<file path="config.mk">
export PLATFORM = sky130hd
export DESIGN_NAME = hazard_stall_ctrl
export DESIGN_NICKNAME = d
export VERILOG_FILES = /design/src/rtl/hazard_stall_ctrl.sv
export SDC_FILE = /design/constraint.sdc
export NUM_CORES = 1
export LEC_CHECK = 0
export CORE_UTILIZATION = 44
export DETAILED_ROUTE_END_ITERATION = 8
export PLACE_DENSITY = 0.79
export SKIP_CTS_REPAIR_TIMING = 1
export SYNTH_ARGS = -nofsm -noshare
export SYNTH_HDL_FRONTEND = slang
export SYNTH_SLANG_ARGS = --single-unit
</file>
<file path="constraint.sdc">
create_clock -name clk -period 3.6 [get_ports clk]
set_input_delay 1.08 -clock clk [delete_from_list [all_inputs] [get_ports clk]]
set_output_delay 1.08 -clock clk [all_outputs]
set_load 0.05 [all_outputs]
</file>
<file path="src/rtl/hazard_stall_ctrl.sv">
// Load-use and multi-cycle divide hazard control: combinational stall/bubble/strobe outputs, registered Div_Busy/Div_Done.
// A divide request stalls the front end for DIV_CYCLES+1 cycles; a load-use hazard costs one bubble; Exc_Flush overrides both.
module hazard_stall_ctrl #(
  parameter int DIV_CYCLES = 32,
  parameter int CW         = 6
) (
  input  logic       clk,
  input  logic       resetn,
  input  logic [4:0] ID_rs,
  input  logic [4:0] ID_rt,
  input  logic       ID_ReadsRs,
  input  logic       ID_ReadsRt,
  input  logic [4:0] EXE_Dst,
  input  logic       EXE_IsLoad,
  input  logic       EXE_DivReq,
  input  logic       Exc_Flush,
  output logic       IF_Stall,
  output logic       ID_Stall,
  output logic       EXE_Stall,
  output logic       ID_Bubble,
  output logic       EXE_Bubble,
  output logic       Div_Start,
  output logic       Div_Abort,
  output logic       Div_Busy,
  output logic       Div_Done
);

  typedef enum logic [1:0] {
    S_IDLE = 2'd0,
    S_DIV  = 2'd1,
    S_DONE = 2'd2
  } state_t;

  state_t        state_q, state_d;
  logic [CW-1:0] cnt_q, cnt_d;
  logic          busy_q, done_q;
  logic          load_use;
  logic          div_stall;
  logic          active;

  assign load_use = EXE_IsLoad && (EXE_Dst != 5'd0) &&
                    ((ID_ReadsRs && (ID_rs == EXE_Dst)) ||
                     (ID_ReadsRt && (ID_rt == EXE_Dst)));

  // Outputs are gated while reset is asserted so a held request cannot leak through.
  assign active = resetn && !Exc_Flush;

  always_comb begin
    state_d    = state_q;
    cnt_d      = cnt_q;
    div_stall  = 1'b0;
    Div_Start  = 1'b0;
    Div_Abort  = 1'b0;
    IF_Stall   = 1'b0;
    ID_Stall   = 1'b0;
    EXE_Stall  = 1'b0;
    ID_Bubble  = 1'b0;
    EXE_Bubble = 1'b0;

    case (state_q)
      S_IDLE: begin
        if (EXE_DivReq && active) begin
          Div_Start = 1'b1;
          div_stall = 1'b1;
          state_d   = S_DIV;
          cnt_d     = CW'(DIV_CYCLES - 1);
        end
      end
      S_DIV: begin
        div_stall = 1'b1;
        if (Exc_Flush) begin
          Div_Abort = resetn;
          state_d   = S_IDLE;
          cnt_d     = '0;
        end else if (cnt_q == '0) begin
          state_d = S_DONE;
        end else begin
          cnt_d = cnt_q - CW'(1);
        end
      end
      // The finishing DIV is still in EXE this cycle, so its request is ignored.
      S_DONE: state_d = S_IDLE;
      default: state_d = S_IDLE;
    endcase

    if (active) begin
      if (div_stall) begin
        IF_Stall   = 1'b1;
        ID_Stall   = 1'b1;
        EXE_Stall  = 1'b1;
        EXE_Bubble = 1'b1;
      end else if (load_use) begin
        IF_Stall  = 1'b1;
        ID_Stall  = 1'b1;
        ID_Bubble = 1'b1;
      end
    end
  end

  always_ff @(posedge clk or negedge resetn) begin
    if (!resetn) begin
      state_q <= S_IDLE;
      cnt_q   <= '0;
      busy_q  <= 1'b0;
      done_q  <= 1'b0;
    end else begin
      state_q <= state_d;
      cnt_q   <= cnt_d;
      busy_q  <= (state_d == S_DIV);
      done_q  <= (state_d == S_DONE);
    end
  end

  assign Div_Busy = busy_q;
  assign Div_Done = done_q;

endmodule

</file>
==> summary.md <==
* finished, final reports clean — outcome
* 14 — # rows
* 42.8 um — vertical die dimension
* 330 mW/mm^2 — total power per unit cell area
* 0 — number of antenna-violating nets in the routed design
* clkdlybuf4s50_1 -> nand3b_1 -> a21o_1 -> nor3b_4 -> o21bai_4 -> buf_12 — cell-by-cell trace of the critical path
* 106 — Synthesized Nets
* 0.426 mW — sum of internal, switching and leakage power
* 0.847 — final core utilization
* 70.0 ps — final critical-path setup slack
* 0 — number of enable flip-flop cells after synthesis
* 645 ps — slew of the pin with the lowest slew margin
* 2450 ps — CP Data Arrival Time
* 141 — Non-Filler Instances
* 31 — I/O pin cnt
* 0.342 — portion of the post-synthesis area used by sequential elements
* 2070 um — Routed WL
* built — CTS tree
* 10 — pin count of the biggest net entering global routing
* 4 — TritonRoute pass-1 iters
* 0 — number of warnings issued by yosys
* 10 — count of state elements after synthesis
* 30 — count of input and output buffers
* sky130_fd_sc_hd__dfrtp_1 — most frequent cell after synthesis
* 76.7% — P&R area growth vs syn
* 0 — antenna diode count
* 0 — initial antenna violation count
* 2 — clock tree buffer depth
* 0 — Hold Fails Final Rpt
* 0 — remaining routing DRC violations
* 0.256 — fraction of layout instances using a drive strength above 1
* 1 — maximum level of the CTS H-tree
* 1.00 — FFs w/ async S/R, synth
* 373 uV — Worst VDD drop
* sky130_fd_sc_hd__dfrtp_1 — dominant synthesized flop cell
* sky130_fd_sc_hd__clkbuf_4 — root buffer selected by CTS
* 0.233 — Total GRT Usage
* 0.667 nW — leakage dissipation
* 3 — TritonCTS Buffers
* 0 — setup-violating endpoint count in the final report
* 83 — Post-Synthesis Cells
* 0.479 — initial standard-cell utilization of the core
* 10 x sky130_fd_sc_hd__dfrtp_1, 8 x sky130_fd_sc_hd__xor2_1, 7 x sky130_fd_sc_hd__nor2_1 — cell types with the highest counts after synthesis
* 0.00152 sq mm — Core Region
* 746 — vias in the first global route
* output pin — capturing element type of the critical path
* 0.981 — post-route clock period utilization
* 0.342 — area fraction of the dominant cell type after synthesis
* 150 — net total in the final layout
* 3530 ps — Period minus WS final
* 2520 ps — WP data required
* 1580 um — hpwl dp
* sky130_fd_sc_hd__clkdlybuf4s50_1 — master of the slowest instance on the critical path
* 60 ps — clock slew at the register clock pins of the worst setup and hold paths
* 8.80 sq um — post-synthesis average cell area
* 3 — critical-path maximum fanout
* -197 ps — setup slack after placement
* sky130_fd_sc_hd__dfrtp_1 34%, sky130_fd_sc_hd__xor2_1 9.6%, sky130_fd_sc_hd__a21oi_1 4.1% — Synth area leaders
* 731 sq um — Cell Area, Synth
* 0 — final slew viol count
* 0.564 — tightest slew margin relative to the limit
* 19 — Iteration-0 DRC Markers
* 0.923 — final weighted congestion in routability-driven placement
* 0.00183 sq mm — floorplan die area
* 42.8 um — Horiz. Die Dim
* 14.7 um — drt wl/cell
* 260 ps — Clock Latency Late Sink
* 3190 um — wire length of the first global-routing pass
* 0 — global route overflow
* 0.283 GHz — maximum operating frequency
* primary input — crit start category
* 139 — Placed Cells
* sky130_fd_sc_hd__dfrtp_1 — leading area contributor after synthesis
* 0 — max-cap check violation count
* register to register — path class of the lowest-slack min-delay path
* 10 — CTS Sinks
* 537 ps — Hold Slack
* 796 — via total after detailed routing
* no — unrepaired setup endpoints after global routing
* primary input to output pin — critical path type
* 35 — count of unique library cells instantiated by Yosys
* 420 ps — slowest cell delay on critical path
* 5.65 — vias per cell
* 0.273 ps — clk_skew
[kinds of logic after synthesis]
group / Yosys count / share of synthesized area
XOR/XNOR: 10 / 0.120
AND/OR/NAND/NOR: 30 / 0.252
flip-flops: 10 / 0.342
buffers and inverters: 9 / 0.0668
AO/OA/AOI/OAI: 23 / 0.202
adder cells (fa/ha/maj): 1 / 0.0171
[per-stage QoR]
step           area [sq um]  setup TNS, ps
4_1_cts                1240           -608
3_3_place_gp           1220           -432
6_report               1290              0
5_1_grt                1290              0
3_5_place_dp           1220           -582
2_1_floorplan           758           -145
[worst max-delay path: cells and delay by family]
kind	cells	cell delay, ps
buf+inv	2	580
simple gates	2	370
compound gates	2	420
[registers in the layout, summed over array words and instances (netlist names)]
register / flops
Div_Busy: 1
Div_Done: 1
cnt_q: 6
state_q: 2
[worst paths after layout]
| kind | cells after the start | end | slack (ps) | start |
|---|---|---|---|---|
| worst min register to register | 1 | cnt_q[1]$_DFFE_PN0P_ | 540 | cnt_q[1]$_DFFE_PN0P_ |
| max in group asynchronous | 2 | cnt_q[4]$_DFFE_PN0P_ | 2660 | resetn |
| worst min-delay path | 1 | cnt_q[1]$_DFFE_PN0P_ | 540 | cnt_q[1]$_DFFE_PN0P_ |
| worst max register to register | 6 | cnt_q[2]$_DFFE_PN0P_ | 1590 | cnt_q[0]$_DFFE_PN0P_ |
| min in group asynchronous | 2 | cnt_q[1]$_DFFE_PN0P_ | 830 | resetn |
| worst max-delay path | 6 | IF_Stall | 70 | Exc_Flush |
[layout make-up]
type	instances	area (sq um)
Fill cell	85	233
Tap cell	16	20.0
Sequential cell	10	250
Timing Repair Buffer	42	500
Clock buffer	3	22.5
Inverter	6	22.5
Multi-Input combinational cell	64	475
[layout by cell type, fill, tap and decap left out, types with 2 or more instances in the layout]
master,synthesis,final
sky130_fd_sc_hd__nand2_1,3,3
sky130_fd_sc_hd__nor3_2,1,2
sky130_fd_sc_hd__xnor2_1,2,2
sky130_fd_sc_hd__buf_4,2,12
sky130_fd_sc_hd__buf_12,0,6
sky130_fd_sc_hd__dfrtp_1,10,10
sky130_fd_sc_hd__clkbuf_4,0,3
sky130_fd_sc_hd__clkdlybuf4s50_1,0,9
sky130_fd_sc_hd__o21ai_0,6,5
sky130_fd_sc_hd__nand3b_1,2,2
sky130_fd_sc_hd__nor3_1,4,3
sky130_fd_sc_hd__nor2_1,7,7
sky130_fd_sc_hd__inv_1,6,6
sky130_fd_sc_hd__xor2_1,8,8
sky130_fd_sc_hd__a21oi_1,6,6
sky130_fd_sc_hd__o21a_1,2,2
sky130_fd_sc_hd__dlymetal6s2s_1,0,14
[routing by layer]
| metal | up-vias | GRT usage | share of wire |
|---|---|---|---|
| met3 | 4 | 0.0426 | 0.079 |
| li1 | 384 | - | - |
| met2 | 44 | 0.391 | 0.50 |
| met4 | 0 | 0.119 | 0.014 |
| met1 | 364 | 0.280 | 0.41 |
| met5 | - | 0 | 0 |
[power by group]
part           internal [mW]  total (mW)  switching (mW)
registers              0.136       0.165          0.0287
clock network         0.0385      0.0748          0.0363
logic                 0.0927       0.187          0.0939
total                  0.267       0.426           0.159
(Power assumes the default switching activity.)
